$ cat src/rtl/booth_mul_seq.sv
// Iterative radix-4 Booth multiplier for RV32M MUL/MULH/MULHSU/MULHU, DPC digits per cycle.
// Optional MUL_ZERO_BYPASS_EN: a zero operand skips CALC and returns 0 one cycle after accept.
module booth_mul_seq #(
  parameter int DPC = 1
) (
  input  logic        clk,
  input  logic        rst,
  input  logic        flush,
  input  logic        in_valid,
  output logic        in_ready,
  input  logic [1:0]  op,
  input  logic [31:0] rs1,
  input  logic [31:0] rs2,
  output logic        out_valid,
  input  logic        out_ready,
  output logic [31:0] result,
  output logic        busy
);

  localparam int NDIG = 17;

  typedef enum logic [1:0] {IDLE, CALC, DONE} state_t;

  state_t             state_q, state_d;
  logic        [1:0]  op_q, op_d;
  logic signed [33:0] m_q, m_d;
  logic        [33:0] q_q, q_d;
  logic signed [67:0] acc_q, acc_d;
  logic        [4:0]  dig_q, dig_d;
  logic               out_valid_q, out_valid_d;
  logic        [31:0] result_q, result_d;
  logic               last_calc;

  function automatic logic signed [33:0] ext_m(input logic [1:0] o, input logic [31:0] a);
    return (o == 2'b11) ? {2'b00, a} : {{2{a[31]}}, a};
  endfunction

  function automatic logic [33:0] ext_q(input logic [1:0] o, input logic [31:0] b);
    return o[1] ? {2'b00, b} : {{2{b[31]}}, b};
  endfunction

  function automatic logic signed [67:0] booth_pp(input logic signed [33:0] m, input logic [2:0] b);
    logic signed [67:0] mx;
    mx = {{34{m[33]}}, m};
    case (b)
      3'b001, 3'b010: return mx;
      3'b011:         return mx <<< 1;
      3'b100:         return -(mx <<< 1);
      3'b101, 3'b110: return -mx;
      default:        return '0;
    endcase
  endfunction

  // Adds the partial products of digits dig..dig+DPC-1, skipping any past the last digit.
  function automatic logic signed [67:0] acc_step(input logic signed [67:0] acc,
                                                  input logic signed [33:0] m,
                                                  input logic [33:0] q,
                                                  input logic [4:0] dig);
    logic signed [67:0] sum;
    logic        [34:0] qx;
    logic        [5:0]  pos;
    int                 idx;
    sum = acc;
    qx  = {q, 1'b0};
    for (int j = 0; j < DPC; j++) begin
      idx = int'(dig) + j;
      if (idx < NDIG) begin
        pos = 6'(2 * idx);
        sum = sum + (booth_pp(m, qx[pos +: 3]) <<< pos);
      end
    end
    return sum;
  endfunction

  assign last_calc = (int'(dig_q) + DPC) >= NDIG;

  always_comb begin
    state_d     = state_q;
    op_d        = op_q;
    m_d         = m_q;
    q_d         = q_q;
    acc_d       = acc_q;
    dig_d       = dig_q;
    out_valid_d = out_valid_q;
    result_d    = result_q;
    case (state_q)
      IDLE: begin
        if (in_valid && !flush) begin
          op_d    = op;
          m_d     = ext_m(op, rs1);
          q_d     = ext_q(op, rs2);
          acc_d   = '0;
          dig_d   = '0;
          state_d = CALC;
`ifdef MUL_ZERO_BYPASS_EN
          if (rs1 == 32'd0 || rs2 == 32'd0) state_d = DONE;
`endif
        end
      end
      CALC: begin
        if (flush) begin
          state_d = IDLE;
          dig_d   = '0;
        end else begin
          acc_d = acc_step(acc_q, m_q, q_q, dig_q);
          if (last_calc) begin
            dig_d   = '0;
            state_d = DONE;
          end else begin
            dig_d = dig_q + 5'(DPC);
          end
        end
      end
      DONE: begin
        // A handshake coinciding with flush still counts as delivered.
        if (flush || (out_valid_q && out_ready)) begin
          state_d     = IDLE;
          out_valid_d = 1'b0;
        end else if (!out_valid_q) begin
          out_valid_d = 1'b1;
          result_d    = (op_q == 2'b00) ? acc_q[31:0] : acc_q[63:32];
        end
      end
      default: state_d = IDLE;
    endcase
  end

  always_ff @(posedge clk or posedge rst) begin
    if (rst) begin
      state_q     <= IDLE;
      op_q        <= '0;
      m_q         <= '0;
      q_q         <= '0;
      acc_q       <= '0;
      dig_q       <= '0;
      out_valid_q <= 1'b0;
      result_q    <= '0;
    end else begin
      state_q     <= state_d;
      op_q        <= op_d;
      m_q         <= m_d;
      q_q         <= q_d;
      acc_q       <= acc_d;
      dig_q       <= dig_d;
      out_valid_q <= out_valid_d;
      result_q    <= result_d;
    end
  end

  assign in_ready  = (state_q == IDLE);
  assign busy      = (state_q != IDLE);
  assign out_valid = out_valid_q;
  assign result    = result_q;

endmodule

$ cat config.mk
export PLATFORM = sky130hd
export DESIGN_NAME = booth_mul_seq
export DESIGN_NICKNAME = d
export VERILOG_FILES = /design/src/rtl/booth_mul_seq.sv
export SDC_FILE = /design/constraint.sdc
export NUM_CORES = 1
export LEC_CHECK = 0
export CAP_MARGIN = 25
export CORE_ASPECT_RATIO = 1.5
export CORE_MARGIN = 2
export CORE_UTILIZATION = 33
export CTS_CLUSTER_SIZE = 30
export DETAILED_ROUTE_END_ITERATION = 6
export MAX_ROUTING_LAYER = met4
export PLACE_DENSITY = 0.59
export REMOVE_ABC_BUFFERS = 1
export SLEW_MARGIN = 20
export SYNTH_ARGS = -nofsm -noshare
export SYNTH_HDL_FRONTEND = slang
export SYNTH_SLANG_ARGS = --single-unit
$ cat constraint.sdc
create_clock -name clk -period 16.7 [get_ports clk]
set_input_delay 3.34 -clock clk [delete_from_list [all_inputs] [get_ports clk]]
set_output_delay 3.34 -clock clk [all_outputs]
set_load 0.03 [all_outputs]
== Word-level counts from Yosys, hierarchy flattened ==
Cells that the tools add are included.
Widths: inputs -> output; s select.

* Bits in registers: 178
* Output and inout bits: 35
* Logic and storage cells: 69

* Add/sub/neg operators: 5
* Order comparisons: 2
* Equal/unequal tests: 14
* Shifts and indexed selects: 2
* Muxes and demuxes: 21
* Bitwise gates (word level): 2
* Reduce and logical (&&, ||, !) cells: 15

{| class="wikitable"
|+ Operator list
! cell !! count
|-
| $mux 68 || 6
|-
| $pmux 68 s4 || 1
|-
| $pmux 68 s2 || 1
|-
| $add 68x68->68 || 1
|-
| $mux 34 || 2
|-
| $neg 34->68 || 1
|-
| $neg 35->68 || 1
|-
| $sshl 68x6->68 || 1
|-
| $shiftx 35x7->3 || 1
|-
| $mux 32 || 1
|-
| $mux 5 || 3
|-
| $pmux 5 s2 || 1
|-
| $eq 3x3->1 const B || 3
|-
| $mux 2 || 4
|-
| $add 5x1->6 const B || 1
|-
| $eq 3x2->1 const B || 2
|-
| $ge 6x5->1 const B || 1
|-
| $ne 2x2->1 const B || 3
|-
| $pmux 2 s3 || 1
|-
| $reduce_and 3->1 || 2
|-
| $add 5x1->5 const B || 1
|-
| $lt 5x5->1 const B || 1
|-
| $eq 2x2->1 const B || 2
|-
| $logic_not 2->1 || 2
|-
| 13 further kinds || 18
|}

== Depth between registers and ports, before layout ==
* Depth after elaboration: 12
* Mapped depth: 30

== Worst setup path after synthesis ==
OpenSTA, ideal clock, no wires.

* Path kind: register to register
* From: reg dig_q[0]
* To: reg acc_q[61]
* Library setup time: 122 ps
* Arrival time: 5,987 ps
* Slack: 10,592 ps
* Stages on the path, launching flop included: 27
* Buffers on the path: 2
* Period minus slack after synthesis: 6,108 ps
* Path through: dfrtp_1 > buf_6 > inv_2 > mux4_2 > a21o_1 > o22a_1 > and3_1 > buf_4 > a21o_1 > a221o_1 > mux4_2 > o211ai_1 > o31ai_1 > and2_1 > ha_1 > a21o_1 > a21o_1 > a21o_1 > a21oi_1 > o21bai_1 > nor4_1 > nor3_1 > o31a_1 > o21ai_0 > a21oi_1 > or3_1 > a32o_1

* Cells in the longest elaborated chain, start to end: 12
* Elaborated cells on any way between the ends: 21
* Classes of those cells: add/sub: 1; order compare: 1; eq/ne: 7; shift: 2; mux: 7; reduce/logical: 3

{| class="wikitable"
|+ RTL lines
! item !! line !! text
|-
| start: declaration || 29 || <nowiki>logic [4:0] dig_q, dig_d;</nowiki>
|-
| start signal: assignment || 144 || <nowiki>dig_q <= dig_d;</nowiki>
|-
| $shiftx 35x7->3 || 69 || <nowiki>sum = sum + (booth_pp(m, qx[pos +: 3]) <<< pos);</nowiki>
|-
| $eq 3x3->1 (tied with other cells) || 45 || <nowiki>case (b)</nowiki>
|-
| $reduce_or 2->1 || 45 ||
|-
| $pmux 68 s4 || 45 ||
|-
| $mux 68 || 67 || <nowiki>if (idx < NDIG) begin</nowiki>
|-
| $mux 68 || 101 || <nowiki>if (flush) begin</nowiki>
|-
| $mux 68 || 86 || <nowiki>case (state_q)</nowiki>
|-
| $sshl 68x6->68 || 69 ||
|-
| $add 68x68->68 || 69 ||
|-
| $mux 68 || 67 ||
|-
| $mux 68 || 101 ||
|-
| $pmux 68 s2 || 86 ||
|-
| end signal: assignment || 134 || <nowiki>acc_q <= '0;</nowiki>
|-
| end signal: assignment || 143 || <nowiki>acc_q <= acc_d;</nowiki>
|-
| end: declaration || 28 || <nowiki>logic signed [67:0] acc_q, acc_d;</nowiki>
|}

Several ways; a longest one is shown, not always the timed one. The select of a mux whose other input is x is not followed.
A chain may end at the register's enable or synchronous reset.

== Worst setup path in the final report ==
* From: reg dig_q[2]
* To: reg acc_q[60]

Same word-level chain as after synthesis.

==> impl_results.md <==
- Status: complete, no violations
- IO Port Bufs: 105
- WS Path Type: reg -> reg
- Chip width: 178 µm
- H-tree depth: 4
- Tmin final: 8.93 ns
- Layout cells sized above 1: 10.1%
- Setup_tns: 0 ns
- Worst Hold Launch: q_q[6]$_DFFE_PP0P_
- Crit end category: register
- Critical R2R Launch: dig_q[2]$_DFFE_PP0P_
- Unrepaired setup endpoints after global routing: no
- CTS Sinks: 172
- Highest Clock Rate: 112 MHz
- Die area: 47000 µm²
- EDFF count, synth: 0
- Final Max Slew Viols: 0
- CTS tree: yes
- Iter 0 DRT Violations: 749
- Via count: 13.7k
- Critical path depth: 27
- Routed vias/inst: 5.70
- DRT antenna net count: 0
- CTS Buf Count: 17
- Netlist cell types: 85
- Min-Delay Endpoint: q_q[6]$_DFFE_PP0P_
- Max-slew headroom: 38.1%
- Setup bufs post-CTS: 0
- Syn_area_per_cell: 8.43 µm²
- Skew-Pair Late Insertion Delay: 0.47 ns
- Post-route DRC: 0
- Area growth, synth to finish: 14.0%
- First-pass GRT wire length: 76400 µm
- Fin crit share: 53.4%
- Total routed wirelength: 49100 µm
- Vias in the first global route: 13.4k
- FF-to-FF setup slack: 7.77 ns
- Yosys warning count: 0
- GRT Util Overall: 21.5%
- Seq/Total Area, Yosys: 28.8%
- Clk slew on worst S/H paths: 0.07 ns
- Placer's final routability congestion estimate: 0.939
- Tightest Hold Check Type: reg -> reg
- Final Net Count: 1940
- Row Count: 95
- Syn Std Cell Area: 14900 µm²
- Hold_buf cts: 0
- Commonest non-fill, non-tap cell in the layout: nor2_1
- CTS resizes: 0
- R2R Path End: acc_q[60]$_DFFE_PP0P_
- #FFs+latches synth: 172
- Arr. time, crit path: 9.28 ns
- Worst endpoint required time: 17.05 ns
- 1st-pass router iterations: 5
- Max-cap check violation count: 0
- Worst Path Buf+Inv: 3
- # setup viols final: 0
- Ports: 106
- Core area: 44800 µm²
- Pin slew with the least headroom to its limit: 0.928 ns
- Most frequent cells in the layout: nor2_1 (170), dfrtp_1 (168), o21ai_0 (160)
- Asr flop ratio synth: 100%
- Ys flop type: dfrtp_1
- Initial antenna violation count: 0
- Post-synthesis cell count: 1772
- ANT cells: 0
- Worst R2R Path Depth: 27
- Starting density of the core: 33.3%
- Final Hold Vio Count: 0
- Critical path launch point type: register
- Routed wire per std cell: 20.5 µm
- CP max stage cell: nor4_1
- Max stage delay on crit path: 0.67 ns
- Cell family with most CP delay: simple AND/OR/NAND/NOR gates
- Largest net degree at the start of global routing: 84
- Worst hold stages: 1
- GR Overflow Total: 0
- Max clock buf depth: 2
- Die height: 265 µm
- HPWL Detailed: 37900 µm
- Worst Skew: 0.0136 ns
- Worst path most repeated cell: o21ai_0
- Worst Path Max Fanout: 55
- Root Buffer: clkbuf_16
## cell families (layout without fill, tap and decap cells)
logic type | count (synthesis) | after routing | synth area share (%)
multiplexers | 189 | 189 | 14.9
flip-flops | 172 | 172 | 28.8
AND/OR/NAND/NOR | 525 | 525 | 16.3
XOR/XNOR | 86 | 86 | 5.04
buffers and inverters | 159 | 200 | 4.38
adder cells (fa/ha/maj) | 69 | 69 | 5.83
AO/OA/AOI/OAI | 572 | 572 | 24.7
## flip-flops by register name, summed over array words and instances, names as in the netlist
signal,cells
acc_q,64
dig_q,5
m_q,33
op_q,2
out_valid,1
q_q,33
result,32
state_q,2
## worst max path at each step
stage / from / endpoint / slack, ns
2_1_floorplan: flush / dig_q[4]$_DFFE_PP0P_ / 6.92
3_3_place_gp: dig_q[2]$_DFFE_PP0P_ / acc_q[60]$_DFFE_PP0P_ / 7.99
3_5_place_dp: dig_q[2]$_DFFE_PP0P_ / acc_q[60]$_DFFE_PP0P_ / 7.93
4_1_cts: dig_q[2]$_DFFE_PP0P_ / acc_q[60]$_DFFE_PP0P_ / 7.91
5_1_grt: dig_q[2]$_DFFE_PP0P_ / acc_q[60]$_DFFE_PP0P_ / 7.05
6_report: dig_q[2]$_DFFE_PP0P_ / acc_q[60]$_DFFE_PP0P_ / 7.77
## per-layer routing
layer,vias up,wire length [µm],global-route usage [%]
met5,-,0,-
met4,0,2380,10.4
met3,111,1400,2.61
met2,309,26300,38.4
met1,6657,19000,23.2
li1,6575,-,-
## cell usage after synthesis (all sizes together), types with 5 or more instances
master | count | area [µm²]
a211oi | 14 | 118
or2 | 7 | 43.8
and2 | 14 | 87.6
a21o | 52 | 390
o31ai | 13 | 111
a211o | 5 | 43.8
xor2 | 35 | 307
nor2 | 172 | 648
o21a | 16 | 120
o221ai | 10 | 93.8
dfrtp | 172 | 4300
nor3b | 9 | 67.6
mux4 | 19 | 432
ha | 68 | 851
a21boi | 5 | 37.5
a21oi | 142 | 711
and3 | 11 | 73.8
nor4 | 8 | 50.1
o21bai | 24 | 180
nand3 | 28 | 145
a22oi | 12 | 90.1
xnor2 | 51 | 447
or3 | 20 | 125
nor3 | 37 | 195
clkbuf | 89 | 334
nor2b | 14 | 87.6
o22ai | 20 | 125
mux2i | 96 | 961
a221o | 14 | 140
a22o | 8 | 70.1
buf | 29 | 166
o211ai | 14 | 105
nand2 | 159 | 597
a31oi | 9 | 56.3
inv | 41 | 154
mux2 | 74 | 833
o21ai | 164 | 821
nand4 | 11 | 68.8
nand2b | 23 | 144
## metrics by stage
stage / instance area (µm²) / cells / utilization, % / hold WS, ns / setup WS, ns
after floorplan: 14400 / 1654 / - / 0.472 / 6.92
after global placement: 16400 / 2363 / 36.7 / 0.486 / 7.99
after detailed placement: 16400 / 2363 / 36.7 / 0.493 / 7.93
after CTS: 17000 / 2395 / 38.0 / 0.512 / 7.91
after global routing: 17000 / 2395 / 38.0 / 0.520 / 7.05
final: 17000 / 2395 / 38.0 / 0.510 / 7.77
## layout make-up
cell class	count	area (µm²)
clock inverters	14	166
clock buffers	18	439
fillers	4551	27800
repair buffers	127	1220
flip-flops and latches	172	4310
multi-input cells	1441	10000
well taps	582	728
inverters	41	159
Power is left out: the tool's default activity adds up to more than one toggle a clock period on the data nets, which glitch-free logic cannot reach.
